**config.mk**
```make
export PLATFORM = sky130hd
export DESIGN_NAME = hc595_driver
export DESIGN_NICKNAME = d
export VERILOG_FILES = /design/src/rtl/hc595_pkg.sv /design/src/rtl/hc595_tick_gen.sv /design/src/rtl/hc595_driver.sv
export SDC_FILE = /design/constraint.sdc
export NUM_CORES = 1
export LEC_CHECK = 0
export CORE_ASPECT_RATIO = 0.5
export CORE_UTILIZATION = 52
export CTS_CLUSTER_DIAMETER = 200
export DETAILED_ROUTE_END_ITERATION = 12
export PLACE_DENSITY = 0.78
export SYNTH_ARGS = -nofsm -noshare
export SYNTH_HDL_FRONTEND = slang
export SYNTH_HIERARCHICAL = 1
export SYNTH_SLANG_ARGS = --single-unit
```
**constraint.sdc**
```tcl
create_clock -name clk -period 2.58 [get_ports clk]
set_clock_uncertainty 0.2 [all_clocks]
set_input_delay 0.774 -clock clk [delete_from_list [all_inputs] [get_ports clk]]
set_output_delay 0.774 -clock clk [all_outputs]
set_load 0.02 [all_outputs]
```
**src/rtl/hc595_pkg.sv**
```systemverilog
// Shared constants and step decoding for the 74HC595 serial driver.
package hc595_pkg;

   localparam int unsigned CLK_DIV_DEF  = 4;
   localparam int unsigned NUM_BITS_DEF = 16;

   // Steps in one frame: two per shifted bit, then latch-high and latch-low.
   function automatic int unsigned frame_steps(int unsigned nb);
      return 2 * nb + 2;
   endfunction

   localparam int unsigned FRAME_STEPS_DEF = frame_steps(NUM_BITS_DEF);

   typedef enum logic [1:0] {
      STEP_SHIFT_LOW,
      STEP_SHIFT_HIGH,
      STEP_LATCH,
      STEP_CLOSE
   } step_kind_t;

   // What a given step index does within a frame of nb bits.
   function automatic step_kind_t step_kind(int unsigned step, int unsigned nb);
      if (step < 2 * nb) begin
         return step[0] ? STEP_SHIFT_HIGH : STEP_SHIFT_LOW;
      end
      if (step == 2 * nb) begin
         return STEP_LATCH;
      end
      return STEP_CLOSE;
   endfunction

endpackage

```
**src/rtl/hc595_tick_gen.sv**
```systemverilog
// Clock divider: one-clock tick every CLK_DIV system clocks while enabled.
module hc595_tick_gen
   import hc595_pkg::*;
#(
   parameter int unsigned CLK_DIV = CLK_DIV_DEF
) (
   input  logic clk,
   input  logic rst,
   input  logic en,
   output logic tick
);

   localparam int unsigned CW = (CLK_DIV > 1) ? $clog2(CLK_DIV) : 1;
   localparam logic [CW-1:0] LAST = CW'(CLK_DIV - 1);

   logic [CW-1:0] cnt;

   // Divider counter 0..CLK_DIV-1, held at zero in reset or while disabled.
   always_ff @(posedge clk) begin
      if (!rst || !en) begin
         cnt <= '0;
      end else if (cnt == LAST) begin
         cnt <= '0;
      end else begin
         cnt <= cnt + 1'b1;
      end
   end

   // Tick marks the last clock of each divider period.
   always_comb begin
      tick = (cnt == LAST);
   end

endmodule

```
**src/rtl/hc595_driver.sv**
```systemverilog
// Continuous-refresh serialiser for cascaded 74HC595 shift registers.
module hc595_driver
   import hc595_pkg::*;
#(
   parameter int unsigned CLK_DIV  = CLK_DIV_DEF,
   parameter int unsigned NUM_BITS = NUM_BITS_DEF
) (
   input  logic                clk,
   input  logic                rst,
   input  logic [NUM_BITS-1:0] data_in,
   input  logic                en,
   output logic                ds,
   output logic                sh_cp,
   output logic                st_cp
);

   localparam int unsigned STEPS = frame_steps(NUM_BITS);
   localparam int unsigned SW    = $clog2(STEPS);
   localparam int unsigned IW    = $clog2(NUM_BITS);
   localparam logic [SW-1:0] LAST_STEP = SW'(STEPS - 1);

   logic                tick;
   logic [SW-1:0]       step, step_nxt;
   logic [NUM_BITS-1:0] shadow, shadow_nxt, src;
   logic [IW-1:0]       bit_idx;
   logic                ds_nxt, sh_nxt, st_nxt;

   hc595_tick_gen #(.CLK_DIV(CLK_DIV)) u_tick (
      .clk  (clk),
      .rst  (rst),
      .en   (en),
      .tick (tick)
   );

   // Step register, shadow word and output registers; reset beats enable beats tick.
   always_ff @(posedge clk) begin
      if (!rst) begin
         step   <= '0;
         shadow <= '0;
         ds     <= 1'b0;
         sh_cp  <= 1'b0;
         st_cp  <= 1'b0;
      end else if (!en) begin
         step   <= '0;
         ds     <= 1'b0;
         sh_cp  <= 1'b0;
         st_cp  <= 1'b0;
      end else begin
         step   <= step_nxt;
         shadow <= shadow_nxt;
         ds     <= ds_nxt;
         sh_cp  <= sh_nxt;
         st_cp  <= st_nxt;
      end
   end

   // Next step and output values; step 0 reads data_in directly since the shadow loads on that same edge.
   always_comb begin
      step_nxt   = step;
      shadow_nxt = shadow;
      ds_nxt     = ds;
      sh_nxt     = sh_cp;
      st_nxt     = st_cp;
      src        = (step == '0) ? data_in : shadow;
      bit_idx    = IW'(NUM_BITS - 1 - 32'(step >> 1));
      if (tick) begin
         step_nxt = (step == LAST_STEP) ? '0 : step + 1'b1;
         case (step_kind(32'(step), NUM_BITS))
            STEP_SHIFT_LOW: begin
               sh_nxt = 1'b0;
               ds_nxt = src[bit_idx];
               if (step == '0) begin
                  shadow_nxt = data_in;
               end
            end
            STEP_SHIFT_HIGH: begin
               sh_nxt = 1'b1;
            end
            STEP_LATCH: begin
               sh_nxt = 1'b0;
               st_nxt = 1'b1;
            end
            STEP_CLOSE: begin
               st_nxt = 1'b0;
               ds_nxt = 1'b0;
            end
         endcase
      end
   end

endmodule

```
==> results by group, run 1 <==
Worst setup path
  • Crit path capture type: output pin
  • Critical path class: reg2out
  • WP data required: roughly 1.6 ns
  • Worst path cell trace: clkdlybuf4s50_1
  • Cell family with most CP delay: buffers and inverters
  • Max stage delay cell, worst path: clkdlybuf4s50_1
  • Critical path arrival: 1.25 ns
  • Worst Path Max Fanout: 2
  • Worst Path Buf+Inv: 1
  • Critical Path Start Type: flop
  • Max incr delay on CP: between 0.6 and 0.7 ns

Pwr
  • Leakage: 0.684 nW
  • Cell Pwr Density: 420 mW/mm^2
  • Worst vdd ir: 0.356 mV
  • Tot Pwr: 714 uW

Placement
  • Detailed-placement wirelength estimate: between 2000 and 2500 um
  • RePlAce Congestion: about 0.8
  • Placed cells: slightly above 200
  • Area after DPL: 0.00165 mm^2
  • Port Buffer Count: 21

Logic synthesis
  • Mean area per synthesized cell: approximately 9.5 um^2
  • Register area share after synthesis: 38.5%
  • EDFF count, synth: 0
  • Syn_nets: 171
  • Area contributors post-synth: dfxtp_1, mux2i_1, nor2b_1
  • Primary FF master, synth: dfxtp_1
  • Synth cell types: 41
  • Async SR Flop Fraction: 0%
  • Synth Cell Area: ~0.0014 mm^2
  • Post-Synthesis Cells: 148
  • Yosys top cell by area: dfxtp_1
  • Synth warn: 6
  • Top cell type's share of synthesized area: about two fifths
  • Seq cells post-synth: 27

CTS
  • CTS tree: done
  • Setup Buffers After CTS: 0
  • Max clock buf depth: 2
  • CTS hold repair buffers: 0
  • Clk_lat worst skew: 0.27 ns
  • CTS sink count: 27
  • Clock transition at path regs: 0.09 ns
  • Cts bufs inserted: 3
  • CTS H-tree lvls: 1
  • Root buf cell: clkbuf_8
  • CTS resizes: 0

Routing
  • DR vias: 1,124
  • Wire length per cell: around 14 um
  • Remaining antenna violation count: 0
  • Via/cell ratio: 5.46
  • First drt pass iteration count: 4
  • Total Wirelength: 2910 um
  • Starting DRT DRC Count: 84
  • DRC: 0

Worst hold path
  • HP Class: reg2reg

Global route
  • Global-route wire length before repair: 4840 um
  • Largest net degree at the start of global routing: 20
  • Gr ovfl total: 0
  • Initial antenna violation count: 0
  • GRT Overall Usage: 23.3%
  • Vias in the first global route: 1,031

Finish
  • Fraction of final layout cells sized beyond drive strength 1: between 8 and 9%
  • Area of the multi-input gates: 788 um^2
  • Final #Nets: 195
  • Cell Count, Final, Fillers Out: approximately 210
  • Antenna diodes: 0
  • Synth-to-layout area growth: 21.1%
  • Final Cell Area: 0.00170 mm^2
  • Register area: 541 um^2
  • Layout fillers: 198

Timing
  • Slew headroom: 70.8%
  • Hold_ws: 0.309 ns
  • RSZ-0062 raised after global routing: false
  • Period minus WS final: 2.22 ns
  • Slew Viols, Final: 0
  • Fin. Hold Viols: 0
  • Setup TNS: 0 ns
  • Tcrit/Tclk final: 86.0%
  • Worst Tran Pin Value: 0.434 ns
  • Setup Viol. Count Final: 0
  • Max Clk Rate: 451 MHz

Floorplanning
  • IO Count: 22
  • Initial Util: 59.1%
  • Row count: 12
  • Die area: between 0.002 and 0.003 mm^2
  • Placeable core region: 0.00237 mm^2
  • Die X: 75.4 um
  • Die height: 38.7 um

Run status
  • Outcome: complete, no violations

Job
  • Max cap viols: 0
## through the flow
| step | utilization [%] | worst slack, ns |
|---|---|---|
| after floorplan | - | 0.505 |
| after global placement | 69.7 | 0.168 |
| after detailed placement | 69.7 | 0.101 |
| after CTS | 71.6 | 0.351 |
| after global routing | 71.6 | 0.275 |
| final | 71.6 | 0.361 |
## kinds of logic (layout without fill, tap and decap cells)
| family | after synthesis | after routing | synth area share, % |
|---|---|---|---|
| multiplexers | 21 | 21 | 15.0 |
| AO/OA/AOI/OAI | 19 | 19 | 9.19 |
| XOR/XNOR | 4 | 4 | 2.50 |
| AND/OR/NAND/NOR | 60 | 60 | 26.0 |
| buffers and inverters | 13 | 36 | 5.26 |
| adder cells (fa/ha/maj) | 4 | 4 | 3.57 |
| flip-flops | 27 | 27 | 38.5 |
## final timing paths
path	startpoint	end	slack (ns)	cells after the start
worst min-delay path	sh_cp	sh_cp	0.31	2
worst min register to register	sh_cp	sh_cp	0.31	2
worst max register to register	step[0]	shadow[13]	0.51	8
worst max-delay path	ds	ds	0.36	1
## per-layer routing
| metal | vias to the layer above | global-route usage, % | routed length, um |
|---|---|---|---|
| met4 | 0 | 4.17 | 19 |
| met5 | - | 0 | 0 |
| met2 | 35 | 37.5 | 1260 |
| li1 | 565 | - | - |
| met1 | 520 | 31.7 | 1490 |
| met3 | 4 | 6.25 | 141 |
## cell type report
type	count	share of cell area, %
clock buffer	4	2.65
inverter	3	0.663
multi-input combinational	108	46.4
sequential	27	31.8
tap	35	2.58
timing repair buffer	29	15.9
## cells in the mapped netlist (2+ instances only)
cell,n
a21oi_1,4
xor2_1,3
nor2b_1,17
a211oi_1,2
nand2b_1,3
nand4_1,2
clkbuf_1,4
nor3_1,2
nand3_1,2
mux2i_1,21
inv_1,3
dfxtp_1,27
nor2_1,12
nand2_1,9
ha_1,4
o21ai_0,5
or3_1,2
buf_6,3
## layout by cell type, fill, tap and decap left out, drive strengths merged, types with 4 or more instances in the layout
cell and instances:
nor2b 17, clkdlybuf4s50 21, nor2 13, ha 4
mux2i 21, o21ai 5, buf 8, dfxtp 27
a21oi 4, clkbuf 4, nand2 9
## worst min-delay path, cell delays in order, from the launching register on
cell	delay, ns
dfxtp_1	0.34
a32oi_1	0.06
nor2_1	0.08
## state kept, by name, indices dropped and copies added, names as in the netlist
register / cells
ds: 1
sh_cp: 1
shadow: 16
st_cp: 1
step: 6
u_tick/cnt: 2
## report_power, final
group	internal (mW)	switching, mW	total, mW	leakage (nW)
Combinational	0.0354	0.0167	0.0521	0.444
Sequential	0.419	0.00128	0.420	0.218
Clock	0.111	0.131	0.242	0.0228
(Power assumes the default switching activity.)
==> run 2, diff against run 1 <==
--- a/config.mk
+++ b/config.mk
@@ -9,7 +9,8 @@
 export CORE_UTILIZATION = 52
 export CTS_CLUSTER_DIAMETER = 200
 export DETAILED_ROUTE_END_ITERATION = 12
-export PLACE_DENSITY = 0.78
+export GPL_ROUTABILITY_DRIVEN = 0
+export PLACE_DENSITY = 0.89
 export SYNTH_ARGS = -nofsm -noshare
 export SYNTH_HDL_FRONTEND = slang
 export SYNTH_HIERARCHICAL = 1
==> results by group, run 2 (synthesis results as in run 1) <==
Timing
  • Slew headroom: roughly two thirds
  • Setup TNS: 0 ns
  • Fin. Hold Viols: 0
  • Period minus WS final: approximately 2.2 ns
  • Tcrit/Tclk final: 84.9%
  • Slew Viols, Final: 0
  • RSZ-0062 raised after global routing: false
  • Hold_ws: 0.296 ns
  • Setup Viol. Count Final: 0
  • Worst Tran Pin Value: between 0.5 and 0.6 ns
  • Max Clk Rate: 457 MHz

Placement
  • Port Buffer Count: 21
  • Placed cells: 202
  • Detailed-placement wirelength estimate: 2060 um
  • Area after DPL: approximately 0.0017 mm^2

Global route
  • GRT Overall Usage: 23.8%
  • Global-route wire length before repair: roughly 5000 um
  • Gr ovfl total: 0
  • Initial antenna violation count: 0
  • Vias in the first global route: 1,065
  • Largest net degree at the start of global routing: 20

Finish
  • Largest regs: shadow (16), step (6), u_tick/cnt (2)
  • Max reg flops: 16
  • Register area: 541 um^2
  • Top reg by flops: shadow
  • Cell Count, Final, Fillers Out: 206
  • Leading cell type in the layout, fill and taps excluded: dfxtp_1
  • Final #Nets: a little under 200
  • Area of the multi-input gates: 788 um^2
  • Antenna diodes: 0
  • Leading cell types in the layout, fill and taps excluded: dfxtp_1, mux2i_1, clkdlybuf4s50_1
  • Layout fillers: 186
  • Fraction of final layout cells sized beyond drive strength 1: slightly above 8%
  • Final Cell Area: 0.00170 mm^2
  • Synth-to-layout area growth: 21.1%

CTS
  • Cts bufs inserted: 3
  • Root buf cell: clkbuf_8
  • CTS hold repair buffers: 0
  • Setup Buffers After CTS: 0
  • Clk_lat worst skew: 0.27 ns
  • Clock transition at path regs: 0.09 ns
  • CTS H-tree lvls: 1
  • Max clock buf depth: 2
  • CTS sink count: 27
  • CTS resizes: 0
  • CTS tree: done

Worst setup path
  • Worst Path Buf+Inv: 1
  • Cell family with most CP delay: buffers and inverters
  • WP data required: 1.61 ns
  • Critical path arrival: 1.22 ns
  • Critical path class: reg2out
  • Worst Path Max Fanout: 2
  • Max incr delay on CP: 0.60 ns
  • Worst path cell trace: clkdlybuf4s50_1
  • Max stage delay cell, worst path: clkdlybuf4s50_1
  • Critical Path Start Type: flop
  • Crit path capture type: output pin

Routing
  • DRC: 0
  • Remaining antenna violation count: 0
  • Wire length per cell: 14.3 um
  • Total Wirelength: 2950 um
  • Via/cell ratio: around 5.6
  • DR vias: 1,145
  • Starting DRT DRC Count: 101
  • First drt pass iteration count: 4

Pwr
  • Clock network fraction of total power: 33.6%
  • Worst vdd ir: between 0.4 and 0.5 mV
  • Cell Pwr Density: 419 mW/mm^2
  • Tot Pwr: 712 uW
  • Leakage: 0.684 nW
  • Switch Pwr: roughly 150 uW
  • Switching Share: between 20 and 25%
  • Share of total power in combinational logic: about 7.4%
  • Power share of the sequential group: between 50% and 60%
  • Int Pwr: 565 uW

Floorplanning
  • Die area: ~0.003 mm^2
  • Initial Util: 59.1%
  • Placeable core region: 0.00237 mm^2
  • Die X: 75.4 um
  • IO Count: 22
  • Row count: 12
  • Die height: 38.7 um

Job
  • Max cap viols: 0

Worst hold path
  • HP Class: reg2reg

Run status
  • Outcome: complete, no violations
## run 2: cell counts in the layout (fill, tap and decap cells not counted)
No cell type changed its count.
## run 2: final timing paths
| path | start | cells past startpoint | to | slack (ns) |
|---|---|---|---|---|
| worst max-delay path | ds | 1 | ds | 0.39 |
| worst max register to register | step[0] | 8 | shadow[3] | 0.46 |
| worst min register to register | sh_cp | 2 | sh_cp | 0.30 |
| worst min-delay path | sh_cp | 2 | sh_cp | 0.30 |
## run 2: through the flow
step	setup WS, ns	utilization, %
2_1_floorplan	0.505	-
3_3_place_gp	0.179	69.7
3_5_place_dp	0.155	69.7
4_1_cts	0.384	71.6
5_1_grt	0.276	71.6
6_report	0.390	71.6
## run 2: power groups by stage
stage / combinational [mW] / sequential [mW] / clock (mW)
6_report: 0.0529 / 0.420 / 0.239
3_3_place_gp: 0.0511 / 0.430 / 0
3_5_place_dp: 0.0522 / 0.430 / 0
5_1_grt: 0.0569 / 0.421 / 0.259
4_1_cts: 0.0526 / 0.420 / 0.246
2_1_floorplan: 0.0160 / 0.430 / 0
## run 2: routing by layer
| layer | global-route usage (%) | wire length, um | vias up |
|---|---|---|---|
| li1 | - | - | 564 |
| met1 | 31.8 | 1350 | 520 |
| met4 | 6.94 | 93 | 0 |
| met5 | 0 | 0 | - |
| met2 | 38.8 | 1330 | 51 |
| met3 | 5.47 | 181 | 10 |
## run 2: final cells by class
class                           instances  share of cell area [%]
Timing Repair Buffer                   29                    15.9
Inverter                                3                   0.663
Multi-Input combinational cell        108                    46.4
Clock buffer                            4                    2.65
Sequential cell                        27                    31.8
Tap cell                               35                    2.58
==> run 3, diff against run 2 <==
==> constraint.sdc (replaced) <==
create_clock -name clk -period 2.02 [get_ports clk]
set_clock_uncertainty 0.2 [all_clocks]
set_input_delay 0.606 -clock clk [delete_from_list [all_inputs] [get_ports clk]]
set_output_delay 0.606 -clock clk [all_outputs]
set_load 0.02 [all_outputs]
==> results by group, run 3 (synthesis results as in run 1) <==
Run status
  • Outcome: complete, no violations

Global route
  • Initial antenna violation count: 0
  • GR Util met3: 6.77%
  • Vias in the first global route: 1,089
  • GRT met1 Usage: 30.6%
  • Global-route met2 utilization: around two fifths
  • Busiest grt layer: met2
  • GRT Overall Usage: 24.6%
  • Gr ovfl total: 0
  • Largest net degree at the start of global routing: 20
  • Global-route wire length before repair: 5080 um

Worst setup path
  • Critical Path Start Type: flop
  • Reg2reg end: sh_cp
  • Worst R2R Path Depth: 5
  • WP data required: 1.99 ns
  • Crit path capture type: flop
  • Critical path class: reg2reg
  • Worst setup path startpoint: step[2]
  • Worst R2R Start: step[2]
  • Worst R2R Setup Slack: around 0.11 ns
  • Worst Path Max Fanout: 6
  • CP Capture Point: sh_cp
  • Critical path arrival: approximately 1.9 ns

Finish
  • Largest regs: shadow (16), step (6), u_tick/cnt (2)
  • Finished Core Util: roughly 74%
  • Final Cell Area: 0.00175 mm^2
  • Cell Count, Final, Fillers Out: 210
  • Fraction of final layout cells sized beyond drive strength 1: approximately 14%
  • Max reg flops: 16
  • Antenna diodes: 0
  • Layout fillers: 174
  • Leading cell types in the layout, fill and taps excluded: dfxtp_1, mux2i_1, clkdlybuf4s50_1
  • Final #Nets: 199
  • Leading cell type in the layout, fill and taps excluded: dfxtp_1
  • Top reg by flops: shadow
  • Synth-to-layout area growth: 24.8%

CTS
  • CTS H-tree lvls: 1
  • Clock transition at path regs: 0.09 ns
  • Clk_lat worst skew: approximately 0.27 ns
  • Max clock buf depth: 2
  • CTS tree: done
  • Cts bufs inserted: 3
  • CTS hold repair buffers: 0
  • CTS sink count: 27
  • Root buf cell: clkbuf_8

Routing
  • DR vias: 1,145
  • Total Wirelength: around 3000 um
  • Wire length per cell: roughly 14 um
  • Remaining antenna violation count: 0
  • DRC: 0
  • First drt pass iteration count: 4
  • Via/cell ratio: 5.45
  • Starting DRT DRC Count: a little over 80

Timing
  • Max Clk Rate: 523 MHz
  • RSZ-0062 raised after global routing: true
  • Hold_ws: ~0.3 ns
  • Setup Viol. Count Final: 0
  • Worst Tran Pin Value: 0.486 ns
  • Tcrit/Tclk final: 94.7%
  • Period minus WS final: 1.91 ns
  • Fin. Hold Viols: 0
  • Slew Viols, Final: 0
  • Slew headroom: 67.3%

Pwr
  • Tot Pwr: 910 uW
  • Leakage: 0.735 nW
  • Cell Pwr Density: 520 mW/mm^2
  • Worst vdd ir: 0.435 mV

Floorplanning
  • Die area: 0.00292 mm^2
  • Row count: 12
  • Initial Util: 59.1%
  • Die X: between 70 and 80 um
  • Placeable core region: about 0.0024 mm^2
  • IO Count: 22
  • Die height: between 30 and 40 um

Placement
  • Detailed-placement wirelength estimate: about 2200 um
  • Placed cells: 206
  • Port Buffer Count: 21
  • Area after DPL: 0.00170 mm^2

Job
  • Max cap viols: 0

Worst hold path
  • HP Class: reg2reg
[run 3: changes by cell type in the layout (fill, tap and decap cells not counted), sizes merged]
cell           delta
clkinv            +1
buf               +4
clkdlybuf4s50     -3
clkbuf            -1
dlygate4sd2       +3
[run 3: what timing repair did]
action | 4_1_cts | 5_1_grt
setup buffers | 0 | 0
setup endpoints to repair | 3 | 2
pin swaps | 0 | 1
resized for setup | 3 | 5
[run 3: cell type report]
class | instances | area (um^2) | share of cell area (%)
well taps | 35 | 43.8 | 2.50
inverters | 3 | 11.3 | 0.643
multi-input cells | 108 | 797 | 45.5
clock buffers | 3 | 41.3 | 2.36
flip-flops and latches | 27 | 543 | 31.0
clock inverters | 1 | 5.00 | 0.286
repair buffers | 33 | 309 | 17.7
[run 3: layer usage]
metal	part of all wire, %	vias to the layer above
met5	0	-
met4	0.33	0
met3	5.3	2
met2	46	39
met1	48	530
li1	-	574
[run 3: critical path: stages, from the launching register on]
cell	delay, ns
dfxtp_1	0.39
or3_4	0.46
nor4_1	0.39
o21ai_0	0.14
a32oi_1	0.18
nor2_1	0.05
[run 3: worst min path at each step]
stage | startpoint | to | cells after the start
2_1_floorplan | shadow[12] | shadow[12] | 2
3_3_place_gp | sh_cp | sh_cp | 2
3_5_place_dp | st_cp | st_cp | 2
4_1_cts | st_cp | st_cp | 2
5_1_grt | sh_cp | sh_cp | 2
6_report | st_cp | st_cp | 2
[run 3: metrics by stage]
| step | TNS, ns | setup WS [ns] |
|---|---|---|
| floorplan | 0 | 0.0365 |
| global placement | -0.144 | -0.129 |
| detailed placement | -0.516 | -0.177 |
| CTS | 0 | 0.0600 |
| global route | -0.0181 | -0.0181 |
| finish | 0 | 0.107 |
[run 3: report_power, final]
part	internal [mW]	total (mW)	switching, mW
Clock	0.138	0.304	0.166
Sequential	0.535	0.537	0.00205
Combinational	0.0470	0.0691	0.0220
Total	0.721	0.910	0.190
